--- src/rtl/ans_ht_ltf_deobf.sv ---
// HT-LTF de-obfuscation: captures one 64-subcarrier symbol, rescales each I/Q pair by its
// 2-bit code, then streams it out with valid/ready. Define ANS_DEOBF_SAT_EN for saturation + ovf.
module ans_ht_ltf_deobf #(
  parameter int IQ_W = 16
) (
  input  logic              clk,
  input  logic              reset,
  input  logic              start,
  input  logic [127:0]      obf_coeff,
  input  logic [2*IQ_W-1:0] in_data,
  input  logic              in_valid,
  output logic [2*IQ_W-1:0] out_data,
  output logic              out_valid,
  input  logic              out_ready,
  output logic              out_last,
  output logic              busy,
  output logic              ovf
);

  typedef enum logic [1:0] {
    IDLE,
    COLLECT,
    EMIT
  } state_t;

  state_t            state_q, state_d;
  logic [6:0]        idx_q, idx_d;
  logic [127:0]      coeff_q, coeff_d;
  logic              wr_en;
  logic [1:0]        code;
  logic [2*IQ_W-1:0] scaled;
  logic [2*IQ_W-1:0] buf_mem [64];

  assign code = coeff_q[{idx_q[5:0], 1'b0} +: 2];

`ifdef ANS_DEOBF_SAT_EN
  // Returns {overflow, value}; the product is widened by 3 bits so x8 can never lose sign.
  function automatic logic [IQ_W:0] scale_comp(input logic [IQ_W-1:0] x, input logic [1:0] c);
    logic signed [IQ_W+2:0] prod;
    prod = {{3{x[IQ_W-1]}}, x};
    case (c)
      2'b01:   prod = prod <<< 3;
      2'b10:   prod = prod <<< 1;
      2'b11:   prod = prod <<< 2;
      default: prod = prod;
    endcase
    if ((prod[IQ_W+2:IQ_W-1] == '0) || (prod[IQ_W+2:IQ_W-1] == '1))
      return {1'b0, prod[IQ_W-1:0]};
    else if (prod[IQ_W+2])
      return {1'b1, 1'b1, {(IQ_W-1){1'b0}}};
    else
      return {1'b1, 1'b0, {(IQ_W-1){1'b1}}};
  endfunction

  logic [IQ_W:0] res_i, res_q;
  logic          ovf_q;

  assign res_i  = scale_comp(in_data[2*IQ_W-1:IQ_W], code);
  assign res_q  = scale_comp(in_data[IQ_W-1:0], code);
  assign scaled = {res_i[IQ_W-1:0], res_q[IQ_W-1:0]};

  always_ff @(posedge clk) begin
    if (reset)
      ovf_q <= 1'b0;
    else if (state_q == IDLE && start)
      ovf_q <= 1'b0;
    else if (wr_en && (res_i[IQ_W] || res_q[IQ_W]))
      ovf_q <= 1'b1;
  end

  assign ovf = ovf_q;
`else
  // Plain shifts in IQ_W bits give the wrap-around result directly.
  function automatic logic [IQ_W-1:0] scale_comp(input logic [IQ_W-1:0] x, input logic [1:0] c);
    case (c)
      2'b01:   return x << 3;
      2'b10:   return x << 1;
      2'b11:   return x << 2;
      default: return x;
    endcase
  endfunction

  assign scaled = {scale_comp(in_data[2*IQ_W-1:IQ_W], code), scale_comp(in_data[IQ_W-1:0], code)};
  assign ovf    = 1'b0;
`endif

  // NOTE: every signal is given a default before the case so no path can infer a latch.
  always_comb begin
    state_d   = state_q;
    idx_d     = idx_q;
    coeff_d   = coeff_q;
    wr_en     = 1'b0;
    out_valid = 1'b0;
    out_last  = 1'b0;
    out_data  = '0;
    busy      = (state_q != IDLE);
    case (state_q)
      IDLE: begin
        if (start) begin
          coeff_d = obf_coeff;
          idx_d   = '0;
          state_d = COLLECT;
        end
      end
      COLLECT: begin
        if (in_valid) begin
          wr_en = 1'b1;
          if (idx_q == 7'd63) begin
            idx_d   = '0;
            state_d = EMIT;
          end else begin
            idx_d = idx_q + 7'd1;
          end
        end
      end
      EMIT: begin
        out_valid = 1'b1;
        out_last  = (idx_q == 7'd63);
        out_data  = buf_mem[idx_q[5:0]];
        if (out_ready) begin
          if (idx_q == 7'd63) begin
            idx_d   = '0;
            state_d = IDLE;
          end else begin
            idx_d = idx_q + 7'd1;
          end
        end
      end
      default: state_d = IDLE;
    endcase
  end

  always_ff @(posedge clk) begin
    if (reset) begin
      state_q <= IDLE;
      idx_q   <= '0;
      coeff_q <= '0;
    end else begin
      state_q <= state_d;
      idx_q   <= idx_d;
      coeff_q <= coeff_d;
    end
  end

  // NOTE: the buffer has no reset; all 64 entries are rewritten before EMIT can read any.
  always_ff @(posedge clk) begin
    if (wr_en)
      buf_mem[idx_q[5:0]] <= scaled;
  end

endmodule

--- config.mk ---
export PLATFORM = sky130hd
export DESIGN_NAME = ans_ht_ltf_deobf
export DESIGN_NICKNAME = d
export VERILOG_FILES = /design/src/rtl/ans_ht_ltf_deobf.sv
export SDC_FILE = /design/constraint.sdc
export NUM_CORES = 2
export LEC_CHECK = 0
export BUFFER_PORTS_ARGS = -buffer_cell sky130_fd_sc_hd__buf_2
export CAP_MARGIN = 20
export CORE_ASPECT_RATIO = 0.75
export CORE_MARGIN = 8
export CORE_UTILIZATION = 40
export DETAILED_ROUTE_END_ITERATION = 8
export MAX_ROUTING_LAYER = met4
export PLACE_DENSITY = 0.57
export SYNTH_ARGS = -nofsm -noshare
export SYNTH_HDL_FRONTEND = slang
export SYNTH_SLANG_ARGS = --single-unit
--- constraint.sdc ---
create_clock -name clk -period 17.7 [get_ports clk]
set_clock_uncertainty 0.1 [all_clocks]
set_input_delay 0.885 -clock clk [delete_from_list [all_inputs] [get_ports clk]]
set_output_delay 0.885 -clock clk [all_outputs]
set_load 0.02 [all_outputs]
Word-level counts from Yosys, hierarchy flattened
Memory sizes are Yosys's and may differ from the RTL's. A register that Yosys moved wholly into a read port is not among the register bits. Cells that the tools add are included.

Register bits: 137. Bits in writable memories: 2048. Memories kept: 1.

Memories: buf_mem (words 64, bits a word 32, rd ports 1, clocked after Yosys merged registers in 1, wr ports 1, line 32) `logic [2*IQ_W-1:0] buf_mem [64];`.

Add/subtract/negate cells: 1. Equal/unequal tests: 11. Shift-type cells: 1. Multiplexer cells: 22. Reductions and logical operators: 6.

Operators by type and width (count): $shiftx A128 B8 Y2 (1); $pmux W16 S3 (2); $mux W32 (1); $mux W7 (4); $pmux W7 S3 (1); $mux W6 (2); $mux W2 (5); $ne A2 B2 Y1 const B (5); $add A7 B1 Y7 const B (1); $eq A7 B6 Y1 const B (1); $eq A2 B2 Y1 const B (3); $mux W1 (6); $pmux W2 S3 (1); $reduce_and A5 Y1 (1); $eq A2 B1 Y1 const B (2); $reduce_and A4 Y1 (1); $reduce_bool A3 Y1 (1); $logic_not A2 Y1 (1); $reduce_and A2 Y1 (1); $reduce_bool A2 Y1 (1).

Depth between registers and ports, before layout
Depth after elaboration: 6. Depth in mapped cells: 13.

Worst setup path after synthesis
OpenSTA, ideal clock, no wires.

Kind: reg-to-reg. Start: register idx_q[1]. End: memory buf_mem[0][4] (netlist bit), data pin. Library setup time: 0.729 ns. Arrival time: 5.212 ns. Required time: 16.871 ns. Path slack: 11.660 ns. Cell stages (with the launch flop): 12. Period minus slack after synthesis: 6.040 ns. Cell sequence: dfxtp_1 -> buf_2 -> buf_2 -> buf_2 -> buf_4 -> mux4_2 -> nand2_1 -> a31oi_1 -> a211oi_2 -> clkbuf_1 -> a31oi_1 -> o32ai_1.

Longest elaborated chain between the ends: 3. Elaborated cells on any way between the ends: 5. Classes of those cells: eq/ne: 3; shift: 1; mux: 1.

RTL lines: start, declared (line 27) `logic [6:0] idx_q, idx_d;`; start signal, assigned (line 140) `idx_q <= idx_d;`; $shiftx A128 B8 Y2 (*) (line 34) `assign code = coeff_q[{idx_q[5:0], 1'b0} +: 2];`; $eq A2 B2 Y1 or $eq A2 B1 Y1 (tied branches) (line 75) `case (c)`; $pmux W16 S3 (*) (line 75); net scaled[4] (line 31) `logic [2*IQ_W-1:0] scaled;`; end, declared (line 32).

Mark *: on every way through the listed nets, which the timed path passes. The rest lies on a longest branch.

==> flow_metrics.py <==
metrics = {
    "cts": {
        "cts_tree": "done",
        "hold_buffers": 0,
        "cts_setup_buffers": 0,
        "insertion_delay_ps": 830,
        "clk_path_buf_depth": 3,
        "clkSlewWorstSetupHoldPaths_ps": 60,
        "cts-buffers-inserted": 209,
        "h-tree-depth": 4,
        "clk_root_buffer_cell": "clkbuf_16",
        "cts.sinks": 2191,
        "cts_resized": 0,
    },
    "power": {
        "vdd_ir_drop_max_mv": 0.106,
        "p_leak_uw": 0.0293,
        "power_density_nw_per_um2": 120,
    },
    "synth": {
        "avgSynthCellArea_um2": 21.6,
        "synthesis.nets": 4088,
        "ys.flop_type": "edfxtp_1",
        "syn_inst": 3918,
        "synth_area_um2": 84800,
        "yosysUniqueCellTypes": 55,
        "ys_seq_area_share_pct": 75.9,
        "async_flop_share_pct": 0,
        "yosys_register_bits": 2191,
        "synth_edf_count": 2048,
        "ys_warn_count": 0,
    },
    "timing": {
        "slew_headroom_pct": 22.7,
        "slew_violations": 0,
        "rsz0062_at_grt": "no",
        "setup_viol": 0,
        "timing.setup.tns_ps": 0,
        "hold_violations": 0,
        "period_minus_slack_ps": 7410,
        "post-route-period-util_pct": 41.9,
        "max_freq_ghz": 0.135,
        "worstMarginPinSlew_ps": 1160,
    },
    "global_route": {
        "first_global_vias": 41900,
        "grt_start_max_net_pins": 147,
        "grt.overflow.total": 0,
        "grt_pass1_wl_mm": 319,
        "grtUsageTotal_pct": 20.1,
        "antenna_found_initial": 16,
    },
    "detailed_routing": {
        "route.met3.wl_mm": 20.5,
        "num_vias": 41732,
        "wl_met1_mm": 95.9,
        "dr.pass1.iters": 5,
        "routed.top_layer": "met4",
        "drc": 0,
        "vias_per_cell": 5.78,
        "wl_met2_mm": 104,
        "wire_per_inst_um": 31.3,
        "drtAntennaViolNets": 0,
        "drt-initial-drc-count": 4899,
        "wl_mm": 226,
    },
    "placed_design": {
        "dpl.cell_count": 6826,
        "numPortBuffers": 199,
        "place_hpwl_mm": 118,
        "gp_congestion": 0.783,
    },
    "floorplan": {
        "ios": 201,
        "start_util_pct": 40.2,
        "fp.dieH_um": 415,
        "core.rowCount": 146,
        "die-area_um2": 227000,
        "core_area_um2": 211000,
        "die_x_um": 548,
    },
    "setup_path": {
        "path_common_cell": "buf_4",
        "r2r_slack_ps": 12860,
        "path_class": "register to output pin",
        "cp_slowest_cell": "dfxtp_4",
        "end_kind": "output pin",
        "cp.arrival_ps": 6420,
        "max_stage_delay_ps": 850,
        "startpoint_type": "register",
        "cp_cell_sequence": "buf_4, buf_4, buf_4, mux4_2, mux4_2, nor2b_1, a211oi_1, a211oi_1, buf_2",
        "crit_required_ps": 16720,
        "path_max_fanout": 46,
    },
    "outcome": {
        "status": "finished clean",
    },
    "cells_and_area": {
        "drive_gt1_share_pct": 32.1,
        "nets": 4397,
        "fillers": 17498,
        "fin_cells": 7214,
        "syn_to_final_growth_pct": 14.6,
    },
    "flow_run": {
        "cap_violations": 0,
    },
    "hold_path": {
        "min_path_type": "input port to register",
    },
}
==> cells by family after synthesis <==
family / Yosys count / share of synthesized area (%)
other cells: 1 / 0.00442
buf+inv: 251 / 1.20
compound gates: 305 / 2.25
simple gates: 452 / 2.25
xor+xnor: 3 / 0.0310
fa+ha+maj: 5 / 0.0738
flops: 2191 / 75.9
mux: 710 / 18.3
==> final timing paths <==
| kind | start | end | depth (start not counted) |
|---|---|---|---|
| worst min-delay path | obf_coeff[126] | coeff_q[126] | 3 |
| worst max-delay path | register | out_data[5] | 9 |
| worst min register to register | coeff_q[88] | coeff_q[88] | 2 |
| worst max register to register | idx_q[3] | buf_mem[9][16] | 8 |
==> layer usage <==
layer  vias to the layer above  GRT usage [%]
met2                      1593           29.9
met4                         0           4.81
met3                       298           5.41
met5                         -              -
li1                      17049              -
met1                     22792           28.0
==> cells in the final DEF, fill, tap and decap left out, drive strengths merged, types with 22 or more instances in the layout <==
| cell type | n |
|---|---|
| nor2 | 90 |
| nor2b | 24 |
| a211oi | 35 |
| and2 | 23 |
| o21ai | 34 |
| dfxtp | 143 |
| a31oi | 27 |
| nand2 | 283 |
| clkinv | 92 |
| clkbuf | 259 |
| o32ai | 22 |
| edfxtp | 2048 |
| buf | 339 |
| a21oi | 136 |
| mux4 | 668 |
| mux2i | 38 |
==> per-stage QoR <==
step           utilization (%)  hold WS, ps  worst slack (ps)  cell area [µm²]  power, µW
2_1_floorplan                -          332             11660            84800       6980
3_3_place_gp              42.9          342             10900            90400       7420
3_5_place_dp              42.9          346             10890            90400       7450
4_1_cts                   46.0          137              9980            97100      11800
5_1_grt                   46.1          160              9730            97100      12100
6_report                  46.1          196             10290            97100      11700
==> state kept, by name, summed over array words and instances (netlist names), named ones only <==
name / flops
idx_q: 7
coeff_q: 128
state_q: 2
buf_mem: 2048
==> cells in the mapped netlist, types with 8 or more instances <==
cell type	number	share of area [%]
nor2b_1	24	0.18
clkbuf_1	150	0.66
a221oi_1	14	0.14
buf_2	23	0.14
edfxtp_1	2048	73
nand3_1	9	0.053
nor2_1	89	0.39
a21oi_1	136	0.80
nand2_1	283	1.3
o22ai_1	11	0.081
mux2i_1	38	0.45
inv_1	10	0.044
a22oi_1	9	0.080
o21ai_1	8	0.047
and2_1	23	0.17
a211oi_1	34	0.30
a31oi_1	27	0.20
o21ai_0	26	0.15
o32ai_1	22	0.23
buf_1	60	0.27
dfxtp_1	143	3.4
mux4_2	668	18
==> report_power, final <==
group	switching (µW)	internal [µW]
clock	1920	2450
sequential	28.1	5990
combinational	813	492
==> worst max-delay path: cells and delay by family (launching register included) <==
kind | cells | cell delay (ps)
simple gates | 1 | 140
compound gates | 2 | 720
flops | 1 | 850
mux | 2 | 1060
buf+inv | 4 | 2770
==> area by class of cell <==
cell class	count	area [µm²]	area share [%]
Sequential cell	2191	64400	66.3
Multi-Input combinational cell	1476	20400	21.0
Clock buffer	259	5530	5.70
Tap cell	2812	3520	3.62
Timing Repair Buffer	339	2140	2.20
Clock inverter	120	1070	1.10
Inverter	10	37.5	0.0386
Antenna cell	7	17.5	0.0180
Power figures use the tool's default switching activity.
